===== config.mk =====
export PLATFORM = sky130hd
export DESIGN_NAME = scan_chain_sequencer
export DESIGN_NICKNAME = d
export VERILOG_FILES = /design/src/rtl/scan_pkg.sv /design/src/rtl/sc_sync2.sv /design/src/rtl/scan_chain_sequencer.sv
export SDC_FILE = /design/constraint.sdc
export NUM_CORES = 1
export LEC_CHECK = 0
export BUFFER_PORTS_ARGS = -buffer_cell sky130_fd_sc_hd__buf_2
export CAP_MARGIN = 20
export CORE_MARGIN = 5
export CORE_UTILIZATION = 47
export DETAILED_ROUTE_END_ITERATION = 6
export PLACE_DENSITY = 0.76
export SYNTH_ARGS = -nofsm -noshare
export SYNTH_HDL_FRONTEND = slang
export SYNTH_SLANG_ARGS = --single-unit

===== constraint.sdc =====
create_clock -name clki -period 1.8 [get_ports clki]
set_input_delay 0 -clock clki [delete_from_list [all_inputs] [get_ports clki]]
set_output_delay 0 -clock clki [all_outputs]
set_load 0.02 [all_outputs]

===== src/rtl/scan_pkg.sv =====
// Shared definitions for the scan-chain sequencer: controller states,
// default scan word width and default scan-clock divide ratio.
package scan_pkg;

    localparam int DEF_DATA_W = 12;
    localparam int DEF_SC_DIV = 2000000;

    typedef enum logic [2:0] {
        IDLE    = 3'd0,
        ARM     = 3'd1,
        SHIFT   = 3'd2,
        CAPTURE = 3'd3,
        RESP    = 3'd4
    } scan_state_t;

    // One-hot grant vector for a requester index (0 = host, 1 = calibration).
    function automatic logic [1:0] grant_onehot(input logic idx);
        return idx ? 2'b10 : 2'b01;
    endfunction

endpackage


===== src/rtl/sc_sync2.sv =====
// Two-flop synchronizer for the datapath done flag, plus a third flop
// that provides a one-cycle rising-edge strobe in the clki domain.
module sc_sync2 (
    input  logic clki,
    input  logic rst_n,
    input  logic async_in,
    output logic sync_out,
    output logic rise
);

    logic meta;
    logic sync_q;
    logic sync_d;

    // Shift the asynchronous flag through the synchronizer and edge-detect stage.
    always_ff @(posedge clki) begin
        if (!rst_n) begin
            meta   <= 1'b0;
            sync_q <= 1'b0;
            sync_d <= 1'b0;
        end else begin
            meta   <= async_in;
            sync_q <= meta;
            sync_d <= sync_q;
        end
    end

    assign sync_out = sync_q;
    assign rise     = sync_q & ~sync_d;

endmodule


===== src/rtl/scan_chain_sequencer.sv =====
// Scan-chain sequencer: round-robin shares the scan datapath between the
// host command path (req[0]) and the calibration loop (req[1]), runs one
// scan per grant and returns the scanned-out word with a one-cycle ack.
// Optional feature macro: SCAN_TIMEOUT_EN adds a SHIFT-state watchdog that
// ends a stuck scan with err=1 and rdata=0.
module scan_chain_sequencer
    import scan_pkg::*;
#(
    parameter int DATA_W         = DEF_DATA_W,
    parameter int SC_DIV         = DEF_SC_DIV,
    parameter int ARM_CYCLES     = SC_DIV + 4,
    parameter int TIMEOUT_CYCLES = 64 * SC_DIV
) (
    input  logic              clki,
    input  logic              rst_n,
    input  logic [1:0]        req,
    input  logic [DATA_W-1:0] wdata0,
    input  logic [DATA_W-1:0] wdata1,
    output logic [1:0]        grant,
    output logic              ack,
    output logic [DATA_W-1:0] rdata,
    output logic              err,
    output logic              busy,
    output logic              sc_clk_enb,
    output logic              sc_data_enb,
    output logic [DATA_W-1:0] sc_data_in,
    input  logic [DATA_W-1:0] sc_out,
    input  logic              sc_done
);

    // The data-enable hold must always cover at least one full scan-clock
    // period, so a too-small ARM_CYCLES is stretched to SC_DIV+1.
    localparam int ARM_LIMIT = (ARM_CYCLES > SC_DIV) ? ARM_CYCLES : SC_DIV + 1;
    localparam int ARM_W     = (ARM_LIMIT > 1) ? $clog2(ARM_LIMIT) : 1;
    localparam logic [ARM_W-1:0] ARM_LAST = ARM_W'(ARM_LIMIT - 1);

`ifdef SCAN_TIMEOUT_EN
    localparam int WD_W = (TIMEOUT_CYCLES > 1) ? $clog2(TIMEOUT_CYCLES) : 1;
    localparam logic [WD_W-1:0] WD_LAST = WD_W'(TIMEOUT_CYCLES - 1);
    logic [WD_W-1:0] wd_cnt;
`else
    logic unused_timeout;
    assign unused_timeout = (TIMEOUT_CYCLES > 0);
    assign err = 1'b0;
`endif

    scan_state_t      state;
    logic             rr_last;
    logic             cur_idx;
    logic             win_idx;
    logic [ARM_W-1:0] arm_cnt;
    logic             cap_cnt;
    logic             done_sync;
    logic             done_rise;

    sc_sync2 u_done_sync (
        .clki     (clki),
        .rst_n    (rst_n),
        .async_in (sc_done),
        .sync_out (done_sync),
        .rise     (done_rise)
    );

    // Round-robin pick: on a tie the requester not served last wins.
    always_comb begin
        win_idx = 1'b0;
        if (req == 2'b11) begin
            win_idx = ~rr_last;
        end else begin
            win_idx = req[1];
        end
    end

    // Transaction FSM with all datapath controls and responses registered.
    always_ff @(posedge clki) begin
        if (!rst_n) begin
            state       <= IDLE;
            grant       <= 2'b00;
            ack         <= 1'b0;
            rdata       <= '0;
            busy        <= 1'b0;
            sc_clk_enb  <= 1'b1;
            sc_data_enb <= 1'b1;
            sc_data_in  <= '0;
            rr_last     <= 1'b1;
            cur_idx     <= 1'b0;
            arm_cnt     <= '0;
            cap_cnt     <= 1'b0;
`ifdef SCAN_TIMEOUT_EN
            err         <= 1'b0;
            wd_cnt      <= '0;
`endif
        end else begin
            ack <= 1'b0;
            case (state)
                IDLE: begin
                    if (|req) begin
                        cur_idx     <= win_idx;
                        grant       <= grant_onehot(win_idx);
                        sc_data_in  <= win_idx ? wdata1 : wdata0;
                        sc_clk_enb  <= 1'b0;
                        sc_data_enb <= 1'b1;
                        busy        <= 1'b1;
                        arm_cnt     <= '0;
                        state       <= ARM;
                    end
                end
                ARM: begin
                    if (arm_cnt == ARM_LAST && !done_sync) begin
                        sc_data_enb <= 1'b0;
`ifdef SCAN_TIMEOUT_EN
                        wd_cnt      <= '0;
`endif
                        state       <= SHIFT;
                    end else if (arm_cnt != ARM_LAST) begin
                        arm_cnt <= arm_cnt + 1'b1;
                    end
                end
                SHIFT: begin
                    if (done_rise) begin
                        cap_cnt <= 1'b0;
                        state   <= CAPTURE;
`ifdef SCAN_TIMEOUT_EN
                    end else if (wd_cnt == WD_LAST) begin
                        rdata <= '0;
                        err   <= 1'b1;
                        ack   <= 1'b1;
                        state <= RESP;
                    end else begin
                        wd_cnt <= wd_cnt + 1'b1;
`endif
                    end
                end
                CAPTURE: begin
                    if (cap_cnt) begin
                        rdata <= sc_out;
`ifdef SCAN_TIMEOUT_EN
                        err   <= 1'b0;
`endif
                        ack   <= 1'b1;
                        state <= RESP;
                    end else begin
                        cap_cnt <= 1'b1;
                    end
                end
                RESP: begin
                    sc_clk_enb  <= 1'b1;
                    sc_data_enb <= 1'b1;
                    grant       <= 2'b00;
                    busy        <= 1'b0;
                    rr_last     <= cur_idx;
                    state       <= IDLE;
                end
                default: begin
                    state <= IDLE;
                end
            endcase
        end
    end

endmodule


## After elaboration in Yosys (flattened, before gate mapping)

Index checks and enable logic that the tools add are counted.

- Add/subtract/negate cells: 1
- Multiply operators: 0
- Div/mod/pow operators: 0
- Magnitude comparators: 0
- Eq/ne operators: 13
- Shift operators: 0
- Mux-type cells: 23
- Bitwise logic cells: 3
- Reduce and logical (&&, ||, !) cells: 16

Operators with widths:

| operator | count |
|---|---|
| 21-bit two-way mux | 3 |
| 21-bit one-hot mux with 2 select lines | 1 |
| 21-bit by 1-bit adder with 21-bit output (second input constant) | 1 |
| 21-bit equality test (second input constant) | 1 |
| 21-bit inequality test (second input constant) | 1 |
| 12-bit two-way mux | 1 |
| 3-bit two-way mux | 4 |
| 2-bit inequality test (second input constant) | 6 |
| 3-bit one-hot mux with 4 select lines | 1 |
| 2-bit AND reduction | 5 |
| 4-bit AND reduction | 2 |
| 3-bit by 2-bit equality test with 1-bit output (second input constant) | 2 |
| 1-bit two-way mux | 6 |
| 1-bit one-hot mux with 2 select lines | 3 |
| 2-bit nonzero test | 3 |
| 2-bit two-way mux | 2 |
| 2-bit one-hot mux with 2 select lines | 1 |
| 3-bit by 1-bit equality test with 1-bit output (second input constant) | 1 |
| 3-bit equality test (second input constant) | 1 |
| 3-bit zero test | 1 |
| 1-bit one-hot mux with 3 select lines | 1 |
| 3-bit AND reduction | 1 |
| 3-bit nonzero test | 1 |
| 2-bit equality test (second input constant) | 1 |
| 5 further kinds | 6 |

- Register bits: 60
- Bits in latches: 0
- Memory bits (writable): 0
- Bits in read-only memories: 0
- Bits of input ports: 41
- Memories: 0

## Depth between registers and ports, before layout

Gate-level depths: netlist (run 1).

- Depth in word-level cells: 5
- Mapped depth: 7

## Hierarchy

A second synthesis (run 1) with hierarchy kept.

- Cell total of the unflattened synthesis: 338
- Area, all modules: 2788.9 µm²

By module, submodules not included:

| module | instances | cells each | area an instance (µm²) |
|---|---|---|---|
| scan_chain_sequencer | 1 | 331 | 2696.3 |
| sc_sync2 | 1 | 7 | 92.6 |

## Worst setup path before layout (run 1)

Ideal clock, no wire load.

- Path kind: reg2reg
- Start: register arm_cnt[0]
- End: register arm_cnt[18]
- Setup time: 0.120 ns
- Arrival: 1.771 ns
- Data required time: 1.680 ns
- Slack: -0.091 ns
- Cell stages (with the launch flop): 8
- Path buffers: 1
- Cell sequence: dfxtp_1 ha_1 nor4b_1 nand4_1 o211a_1 buf_6 and3_1 a211o_1

- Word-level cells in the longest chain between the ends: 4
- Elaborated cells on any way between the ends: 10

Ends and longest elaborated chain:

| element | RTL line | RTL |
|---|---|---|
| start: declaration | scan_chain_sequencer.sv:51 | `logic [ARM_W-1:0] arm_cnt;` |
| start signal: assignment | scan_chain_sequencer.sv:116 | `arm_cnt <= arm_cnt + 1'b1;` |
| 21-bit by 1-bit adder with 21-bit output / 21-bit equality test (equally long branches) | scan_chain_sequencer.sv:116, scan_chain_sequencer.sv:109 |  |
| 21-bit two-way mux / 1-bit logical AND (equally long branches) | scan_chain_sequencer.sv:115, scan_chain_sequencer.sv:109 |  |
| 21-bit two-way mux / 2-bit inequality test (equally long branches) | -- |  |
| 21-bit one-hot mux with 2 select lines / 4-bit AND reduction (equally long branches) | -- |  |

Parallel ways exist; a longest one is shown, timed or not. The select of a mux whose other input is x is not followed.
A chain may end at the register's enable or synchronous reset.

## Final worst setup path (run 1)

- Start: register arm_cnt[0]
- End: register arm_cnt[20]

The elaborated chain is that of the path after synthesis.

==> results.md, run 1 <==
* PnR worst setup slack at -0.0202 ns
* Synth Flop Type: dfxtp_1
* Register area share after synthesis at 0.452
* Antenna violations before repair at 0
* Static Leak at 1.74 nW
* CTS max path bufs at 2
* Post-synth EDFFs at 0
* Final setup fails at 3
* Drt pass-1 iters at 6
* Largest net degree at the start of global routing at 16
* Post-synth ARST share at 0
* Max H-tree Level at 3
* Final min period at around 1.8 ns
* Final hold viol count at 1
* First-pass GRT wire length at 14.5 mm
* Final Util at 0.733
* # rows at 27
* Critical path peak fanout at 8
* CTS tree: done
* Post-DRT Antenna Nets at 0
* Max Fclk at 549 MHz
* Port Buffers at 70
* Clk_lat worst skew at between 0.3 and 0.4 ns
* I/O pins at 72
* Failing checks: hold timing, setup timing
* Status: finished, violations left
* Sequential fraction of design power at 0.450
* Clock sink count at 60
* Drt total wl at ~9.1 mm
* Post-synth cell types at 48
* Routed vias/inst at between 5 and 6
* Internal power at approximately 0.0023 W
* Placed Instance Area at ~3300 sq um
* Yosys warns at 0
* Nets at approximately 500
* Post-DP HPWL at 5.19 mm
* Die height at about 85 microns
* Tot GR Track Use at 0.250
* Critical path required time at 2.04 ns
* Synth top area share at 0.452
* Die Footprint at about 7300 sq um
* Layout cells sized above 1 at 0.351
* Vias in the first global route at 3138
* Synth Register Bits at 60
* Gr ovfl total at 0
* Gpl congestion at ~0.9
* Worst Hold Launch: wdata1[1]
* Layout overhead on the synthesized area at 51.7%
* Comb pwr share at 0.146
* Drc violations at 0
* RSZ-0062 raised after global routing: yes
* WP data arrival at between 2 and 2.5 ns
* Cell taking the most area after synthesis: dfxtp_1
* Total CTS buffers at 9
* Initial core utilization at 0.483
* Post-place setup slack at -0.138 ns
* Via count at about 3100
* Setup CP Type: reg -> reg
* Die width at roughly 85 microns
* Hold Crit Class: in -> reg
* Switch Pwr at about 0.0008 W
* Post-synthesis net count at 360
* Syn Inst Count at ~320
* CTS clock-pin slew for the worst setup and hold paths at around 0.07 ns
* Ranking of synthesized cells by area: dfxtp_1 (45%), nand2_1 (6.1%), a21oi_1 (5.6%)
* Tcrit/Tclk final at 1.01
* Sw frac at 0.263
* Hold Slack at -0.000632 ns
* Post-route cell area at ~4000 sq um
* WL/cell at between 15 and 20 microns
* Core Region at 5510 sq um
* Placed cells at 481
* Syn avg cell area at around 8.4 sq um
* RR Startpoint: arm_cnt[0]$_SDFFE_PN0P_
* CP Launch Type: register
* Setup crit end kind: register
* CTS root buf: clkbuf_8
* Pwr Density at between 700 and 800 nW/um^2
* Mapped Area at ~2700 sq um
* Critical Path Start: arm_cnt[0]$_SDFFE_PN0P_
* Max cap viols at 0
* Worst VDD drop at 0.634 mV
* Starting DRT DRC Count at between 200 and 250
* Clock Skew at about 0.007 ns
* Ant. Diodes at 0
* Final Max Slew Viols at 0
* Clock network power share at 0.404
* Finished Layout Cells at 537
[routing by layer]
layer / vias to the layer above / wire length (microns) / track usage
li1: 1450 / - / -
met1: 1488 / 3650 / 0.286
met4: 0 / 277 / 0.144
met5: - / 0 / 0
met2: 158 / 4480 / 0.421
met3: 28 / 677 / 0.0602
[registers in the layout, indices dropped and copies added (netlist names)]
signal	count
rdata	12
u_done_sync.meta	1
ack	1
sc_clk_enb	1
sc_data_in	12
busy	1
cap_cnt	1
u_done_sync.sync_out	1
sc_data_enb	1
arm_cnt	21
rr_last	1
cur_idx	1
grant	2
state	3
u_done_sync.sync_d	1
[placed cells by master, fill, tap and decap left out, types with 4 or more instances in the layout]
cell | Yosys | final
nand4_1 | 7 | 7
dlygate4sd3_1 | 0 | 34
clkbuf_8 | 0 | 11
nor2_1 | 29 | 28
inv_1 | 5 | 5
nor3_1 | 8 | 6
a31oi_1 | 10 | 10
a21oi_1 | 30 | 29
o21ai_0 | 13 | 11
a211oi_1 | 5 | 5
nand3_1 | 17 | 15
nand2_1 | 43 | 43
a222oi_1 | 9 | 9
a211o_1 | 4 | 4
buf_2 | 4 | 70
and3_4 | 0 | 4
mux2i_1 | 4 | 4
dfxtp_2 | 0 | 5
and4_1 | 6 | 6
dfxtp_1 | 60 | 55
buf_4 | 1 | 47
[critical path, cell delays in order, from the launching register on]
cell and delay [ns]:
dfxtp_2 0.36, ha_4 0.15, nor4b_4 0.17, nand4_1 0.16, buf_4 0.18, o211a_4 0.26, and3_4 0.17, a211o_1 0.26
[power by group through the flow]
stage	Clock (W)	Combinational (W)	Sequential [W]
floorplan	0	0.000167	0.00146
global placement	0	0.000361	0.00142
detailed placement	0	0.000368	0.00142
CTS	0.00127	0.000430	0.00140
global route	0.00132	0.000485	0.00140
finish	0.00126	0.000454	0.00140
[worst paths after layout]
kind                                end  slack, ns  depth (start not counted)
max reg2reg    arm_cnt[20]$_SDFFE_PN0P_      -0.02                          7
min          sc_data_in[1]$_SDFFE_PN0P_    -0.0006                          3
min reg2reg           busy$_SDFFE_PN0P_       0.44                          2
max            arm_cnt[20]$_SDFFE_PN0P_      -0.02                          7
[kinds of logic (layout without fill, tap and decap cells)]
family | count (synthesis) | count (layout) | share of synthesized area
AO/OA/AOI/OAI | 83 | 83 | 0.201
XOR/XNOR | 1 | 1 | 0.00329
adder cells (fa/ha/maj) | 1 | 1 | 0.00470
buffers and inverters | 27 | 174 | 0.0470
flip-flops | 60 | 60 | 0.452
multiplexers | 4 | 4 | 0.0151
other | 1 | 1 | 0.00141
AND/OR/NAND/NOR | 141 | 141 | 0.276
[metrics by stage]
step / TNS (ns) / power, W
finish: -0.0448 / 0.00311
CTS: 0 / 0.00309
detailed placement: -1.08 / 0.00179
global placement: -0.00200 / 0.00178
floorplan: 0 / 0.00163
global route: -0.792 / 0.00321
[area by class of cell]
cell class	instances	area, sq um
Fill cell	354	1470
Multi-Input combinational cell	231	1450
Sequential cell	60	1210
Timing Repair Buffer	153	1070
Clock buffer	12	155
Tap cell	72	90.1
Clock inverter	4	47.5
Inverter	5	18.8
[cell usage after synthesis (2+ instances only)]
library cell and number:
nand4_1 7, or3_1 2, nor2b_1 2, a222oi_1 9, o21ai_0 13, nor4b_1 5, a31oi_1 10, and2_1 3
and4_1 6, nor3_1 8, a211o_1 4, clkbuf_1 15, mux2i_1 4, and3_1 7, a311oi_1 2, inv_1 5
nor2_1 29, nand3_1 17, dfxtp_1 60, a211oi_1 5, buf_6 2, buf_2 4, nand2b_1 3, nand2_1 43
a21oi_1 30
[what timing repair did]
action | 4_1_cts | 5_1_grt
endpoints found under the hold margin | 26 | 0
pin swaps | 0 | 12
hold buffers | 34 | 0
endpoints found under the setup margin | 13 | 17
setup buffers | 0 | 6
gates resized for setup | 8 | 18
(Power assumes the default switching activity.)
==> run 2, diff against run 1 <==
--- a/config.mk
+++ b/config.mk
@@ -5,10 +5,11 @@
 export SDC_FILE = /design/constraint.sdc
 export NUM_CORES = 1
 export LEC_CHECK = 0
+export ABC_AREA = 1
 export BUFFER_PORTS_ARGS = -buffer_cell sky130_fd_sc_hd__buf_2
 export CAP_MARGIN = 20
 export CORE_MARGIN = 5
-export CORE_UTILIZATION = 47
+export CORE_UTILIZATION = 48
 export DETAILED_ROUTE_END_ITERATION = 6
 export PLACE_DENSITY = 0.76
 export SYNTH_ARGS = -nofsm -noshare
==> results.md, run 2 <==
* # rows at 28
* Setup CP Type: reg -> reg
* Slowest-stage cell, CP: dfxtp_1
* CTS root buf: clkbuf_8
* Xor and xnor area share after synthesis at 0.0120
* RSZ-0062 raised after global routing: no
* Fill count at between 500 and 600
* Ranking of synthesized cells by area: dfxtp_1 (41%), nand2_1 (13%), inv_1 (7.0%)
* Mapped Area at ~2900 sq um
* Most frequent cells after synthesis: nand2_1 (102), dfxtp_1 (60), inv_1 (54)
* Cells along the critical path: ha_1, nand2_1, nor2_1, inv_1, nor2_2, nand3_1, xor2_1, nand2_1, a21oi_1
* Final Max Slew Viols at 0
* Biggest registers after layout: arm_cnt x21, rdata x12, sc_data_in x12
* Top cell by count, worst path: nand2_1
* Post-synth EDFFs at 0
* Synth Area in Simple Gates at 0.309
* Largest Register: arm_cnt
* Ant. Diodes at 0
* Max H-tree Level at 3
* Worst VDD drop at roughly 1.1 mV
* Critical Path Start: arm_cnt[1]$_SDFFE_PN0P_
* Antenna violations before repair at 0
* Most common cell after layout, fill and taps aside: nand2_1
* Cell taking the most area after synthesis: dfxtp_1
* Drc violations at 0
* Final Util at 0.655
* Post-synth ARST share at 0
* Largest net degree at the start of global routing at 29
* Initial core utilization at 0.491
* Total power draw at about 0.0041 W
* Gr ovfl total at 0
* Max reg flops at 21
* Nets at between 500 and 600
* Synth Flop Type: dfxtp_1
* Tot GR Track Use at 0.222
* RR Startpoint: arm_cnt[1]$_SDFFE_PN0P_
* Synth top area share at 0.413
* Total CTS buffers at 9
* Routed vias/inst at ~5.2
* Via count at 3173
* CTS max path bufs at 2
* Final setup fails at 0
* Drt pass-1 iters at 4
* Register Area at roughly 1200 sq um
* Final hold viol count at 0
* Gpl congestion at about 0.97
* CTS clock-pin slew for the worst setup and hold paths at around 0.07 ns
* Area of the multi-input gates at between 1000 and 1500 sq um
* CP max stage delay at between 0.3 and 0.4 ns
* First-pass GRT wire length at 13.5 mm
* Least-Margin Pin Slew at approximately 0.6 ns
* Max Fclk at between 600 and 700 MHz
* Final min period at ~1.6 ns
* Post-synthesis net count at roughly 470
* Critical path required time at approximately 2.1 ns
* Clk_lat worst skew at approximately 0.34 ns
* Syn Inst Count at around 430
* Register area share after synthesis at 0.413
* Die width at roughly 88 microns
* Most common cell in the synthesized netlist: nand2_1
* Placed cells at between 500 and 600
* Setup_tns at 0 ns
* Worst Hold Launch: rst_n
* Port Buffers at 70
* Hold Slack at roughly 0.066 ns
* Layout overhead on the synthesized area at 33.3%
* CTS tree: done
* Max cap viols at 0
* Worst slew margin at 0.588
* Largest family of logic cells by synthesized area: simple AND/OR/NAND/NOR gates
* Hold endpoint: ack$_SDFF_PN0_
* Finished Layout Cells at 616
* Compound-Gate Fraction of Synth Area at 0.154
* Layout cells sized above 1 at 0.214
* Tcrit/Tclk final at 0.898
* Buffer count from post-CTS setup fixing at 0
* Reg-to-reg endpoint: arm_cnt[18]$_SDFFE_PN0P_
* WL/cell at 13.1 microns
* Critical path peak fanout at 4
* Hold Crit Class: in -> reg
* Die Footprint at between 7000 and 8000 sq um
* Post-DRT Antenna Nets at 0
* Adder-cell area share of the yosys netlist at 0.00430
* Mux contribution to synthesized area at 0
* Die height at slightly below 90 microns
* CP Launch Type: register
* Setup crit end kind: register
* Hold Path Stages at 3
* Clock Skew at between 0.007 and 0.008 ns
* Critical Path Stages at 9
* Vias in the first global route at 2949
* Core Region at 5920 sq um
* Post-synth cell types at 36
* Number of buffers and inverters on the critical path at 1
* Pwr Density at around 1100 nW/um^2
* R2R Setup Slk at 0.18 ns
* Drt total wl at roughly 8.1 mm
* Status: complete, no violations
* Worst r2r path cells at 9
* Starting DRT DRC Count at ~160
* CP delay by family, top: simple AND/OR/NAND/NOR gates
* WP data arrival at about 1.9 ns
* Yosys warns at 0
* Most frequent cells in the layout: nand2_1 (102), buf_2 (70), dfxtp_1 (59)
* Syn avg cell area at about 7 sq um
* Synth Register Bits at 60
* I/O pins at between 70 and 80
* Post-DP HPWL at 5.52 mm
* Clock sink count at 60
* Static Leak at roughly 1.7 nW
## run 2: changes by cell type after synthesis, sizes merged, moves of 10 or more
cell   delta
nor2     +16
o21ai    +11
nand3    +19
inv      +53
a21oi    +10
nand2    +63
## run 2: cells by family after synthesis
| kind of cell | Yosys count |
|---|---|
| AOI/OAI and AO/OA | 80 |
| xor gates and xnor gates | 4 |
| adders and majority gates | 1 |
| buffers and inverters | 74 |
| DFF | 60 |
| other | 1 |
| and+or+nand+nor | 205 |
## run 2: per-stage QoR
step	instance area, sq um	setup slack [ns]
after floorplan	2910	0.265
after global placement	3350	0.202
after detailed placement	3350	0.123
after CTS	3860	0.0964
after global routing	3880	0.0170
final	3880	0.183
## run 2: how the worst max path moves through the flow
stage / to / slack, ns
2_1_floorplan: arm_cnt[18]$_SDFFE_PN0P_ / 0.27
3_3_place_gp: arm_cnt[18]$_SDFFE_PN0P_ / 0.20
3_5_place_dp: arm_cnt[18]$_SDFFE_PN0P_ / 0.12
4_1_cts: arm_cnt[18]$_SDFFE_PN0P_ / 0.1
5_1_grt: arm_cnt[18]$_SDFFE_PN0P_ / 0.02
6_report: arm_cnt[18]$_SDFFE_PN0P_ / 0.18
## run 2: layout make-up
type                    count  area share
repair buffers            115       0.199
clock buffers              12      0.0374
inverters                  59      0.0571
flip-flops and latches     60       0.310
clock inverters             4     0.00646
well taps                  75      0.0242
multi-input cells         291       0.365
## run 2: worst min-delay path, cell delays in order
cell	delay (ns)
buf_2	0.09
inv_1	0.15
nor2_1	0.13
## run 2: per-layer routing
layer | vias up | share of wire | global-route usage
met3 | 32 | 0.043 | 0.0442
met5 | - | 0 | 0
met2 | 103 | 0.50 | 0.368
met1 | 1447 | 0.42 | 0.265
met4 | 0 | 0.037 | 0.128
li1 | 1591 | - | -
## run 2: power by group
part | leakage [nW] | switching, W | total (W) | internal [W]
clock network | 0.0824 | 0.000542 | 0.00108 | 0.000533
registers | 0.488 | 0.000103 | 0.00158 | 0.00148
logic | 1.11 | 0.000935 | 0.00142 | 0.000486
total | 1.68 | 0.00158 | 0.00408 | 0.00250
## run 2: what timing repair did
action                                 4_1_cts  5_1_grt
hold buffers                                34        0
endpoints found under the hold margin       25        0
setup endpoints to repair                    0       16
resized for setup                            0        5
==> run 3, diff against run 2 <==
--- a/config.mk
+++ b/config.mk
@@ -9,7 +9,7 @@
 export BUFFER_PORTS_ARGS = -buffer_cell sky130_fd_sc_hd__buf_2
 export CAP_MARGIN = 20
 export CORE_MARGIN = 5
-export CORE_UTILIZATION = 48
+export CORE_UTILIZATION = 50
 export DETAILED_ROUTE_END_ITERATION = 6
 export PLACE_DENSITY = 0.76
 export SYNTH_ARGS = -nofsm -noshare
==> constraint.sdc (replaced) <==
create_clock -name clki -period 2.1 [get_ports clki]
set_input_delay 0 -clock clki [delete_from_list [all_inputs] [get_ports clki]]
set_output_delay 0 -clock clki [all_outputs]
set_load 0.02 [all_outputs]
==> results.md, run 3 (synthesized netlist as in run 2, its figures left out) <==
* WL/cell at 13.3 microns
* Biggest registers after layout: arm_cnt x21, rdata x12, sc_data_in x12
* Tcrit/Tclk final at 0.876
* Core Region at approximately 5600 sq um
* CP Launch Type: register
* Fill count at around 470
* First-pass GRT wire length at about 13 mm
* Clock sink count at 60
* Drc violations at 0
* Hold Crit Class: in -> reg
* Final min period at ~1.8 ns
* Layout overhead on the synthesized area at 32.3%
* Gr ovfl total at 0
* Worst VDD drop at roughly 0.91 mV
* RSZ-0062 raised after global routing: no
* Vias in the first global route at 2910
* CP max stage delay at ~0.39 ns
* PnR worst setup slack at approximately 0.26 ns
* Least-Margin Pin Slew at about 0.9 ns
* Total CTS buffers at 9
* Die Footprint at ~7400 sq um
* Worst Hold Launch: wdata1[2]
* Critical path required time at ~2.3 ns
* Layout cells sized above 1 at 0.200
* Tot GR Track Use at 0.228
* Final Max Slew Viols at 0
* CTS root buf: clkbuf_8
* Die width at between 80 and 90 microns
* Buffer count from post-CTS setup fixing at 0
* Worst slew margin at 0.396
* Most common cell after layout, fill and taps aside: nand2_1
* # rows at 27
* Clock Skew at about 0.009 ns
* Max H-tree Level at 3
* Total power draw at about 0.0036 W
* Setup crit end kind: register
* Max Fclk at 544 MHz
* Routed vias/inst at 5.17
* Status: complete, no violations
* Post-DP HPWL at 5.20 mm
* Critical path peak fanout at 5
* Number of buffers and inverters on the critical path at 1
* Post-place setup slack at ~0.3 ns
* Cells along the critical path: ha_1, nand2_1, nor2_1, inv_1, nor2_1, nand3_1, xor2_1, nand2_1, a21oi_1
* Clk_lat worst skew at 0.35 ns
* Drt total wl at about 8 mm
* Initial core utilization at 0.522
* CP delay by family, top: simple AND/OR/NAND/NOR gates
* Area of the multi-input gates at 1400 sq um
* Drt pass-1 iters at 5
* Port Buffers at 70
* Most frequent cells in the layout: nand2_1 (102), buf_2 (70), dfxtp_1 (60)
* Final setup fails at 0
* CTS tree: done
* Post-DRT Antenna Nets at 0
* WP data arrival at between 2 and 2.5 ns
* Hold Slack at 0.0455 ns
* Register Area at about 1200 sq um
* Slowest-stage cell, CP: dfxtp_1
* Static Leak at 1.66 nW
* Max cap viols at 0
* Pwr Density at 942 nW/um^2
* RR Startpoint: arm_cnt[0]$_SDFFE_PN0P_
* Via count at 3137
* Final hold viol count at 0
* Max reg flops at 21
* Die height at around 86 microns
* Largest Register: arm_cnt
* Setup_tns at 0 ns
* CTS clock-pin slew for the worst setup and hold paths at around 0.07 ns
* Largest net degree at the start of global routing at 35
* Starting DRT DRC Count at 185
* Critical Path Start: arm_cnt[0]$_SDFFE_PN0P_
* I/O pins at 72
* CTS max path bufs at 2
* Antenna violations before repair at 0
* Post_cts resized at 0
* Nets at 571
* Setup CP Type: reg -> reg
* Gpl congestion at 0.947
-- run 3: cell type report --
class | instances | share of cell area
Clock buffer | 11 | 0.0394
Sequential cell | 60 | 0.312
Tap cell | 72 | 0.0234
Antenna cell | 1 | 0.000651
Timing Repair Buffer | 108 | 0.187
Inverter | 59 | 0.0576
Multi-Input combinational cell | 291 | 0.364
Clock inverter | 5 | 0.0153
-- run 3: worst paths after layout --
check / cells past startpoint / slack, ns / to
worst max-delay path: 9 / 0.26 / arm_cnt[18]$_SDFFE_PN0P_
worst min-delay path: 5 / 0.05 / sc_data_in[2]$_SDFFE_PN0P_
worst max register to register: 9 / 0.26 / arm_cnt[18]$_SDFFE_PN0P_
worst min register to register: 2 / 0.42 / u_done_sync.sync_out$_SDFF_PN0_
-- run 3: worst min-delay path, stage by stage --
cell	delay, ns
buf_2	0.10
nor2_1	0.09
nor2_1	0.05
o21ai_0	0.06
a21oi_1	0.06
-- run 3: power breakdown --
group | internal [W] | total [W] | switching (W)
combinational | 0.000379 | 0.00118 | 0.000802
clock | 0.000614 | 0.00109 | 0.000476
sequential | 0.00126 | 0.00135 | 0.0000901
total | 0.00226 | 0.00362 | 0.00137
-- run 3: routing by layer --
| layer | GRT usage | vias to the layer above | share of wire |
|---|---|---|---|
| li1 | - | 1580 | - |
| met1 | 0.253 | 1427 | 0.39 |
| met2 | 0.391 | 104 | 0.51 |
| met3 | 0.0798 | 26 | 0.058 |
| met4 | 0.102 | 0 | 0.034 |
| met5 | 0 | - | 0 |
-- run 3: through the flow --
step           std cells  utilization  area [sq um]
4_1_cts              606        0.690          3840
5_1_grt              606        0.690          3840
6_report             607        0.690          3850
3_3_place_gp         556        0.591          3290
2_1_floorplan        425            -          2910
3_5_place_dp         556        0.591          3290
-- run 3: timing repair --
action                                 in CTS  in global routing
hold buffers                               34                  0
endpoints found under the hold margin      25                  0
setup endpoints to repair                   0                  0
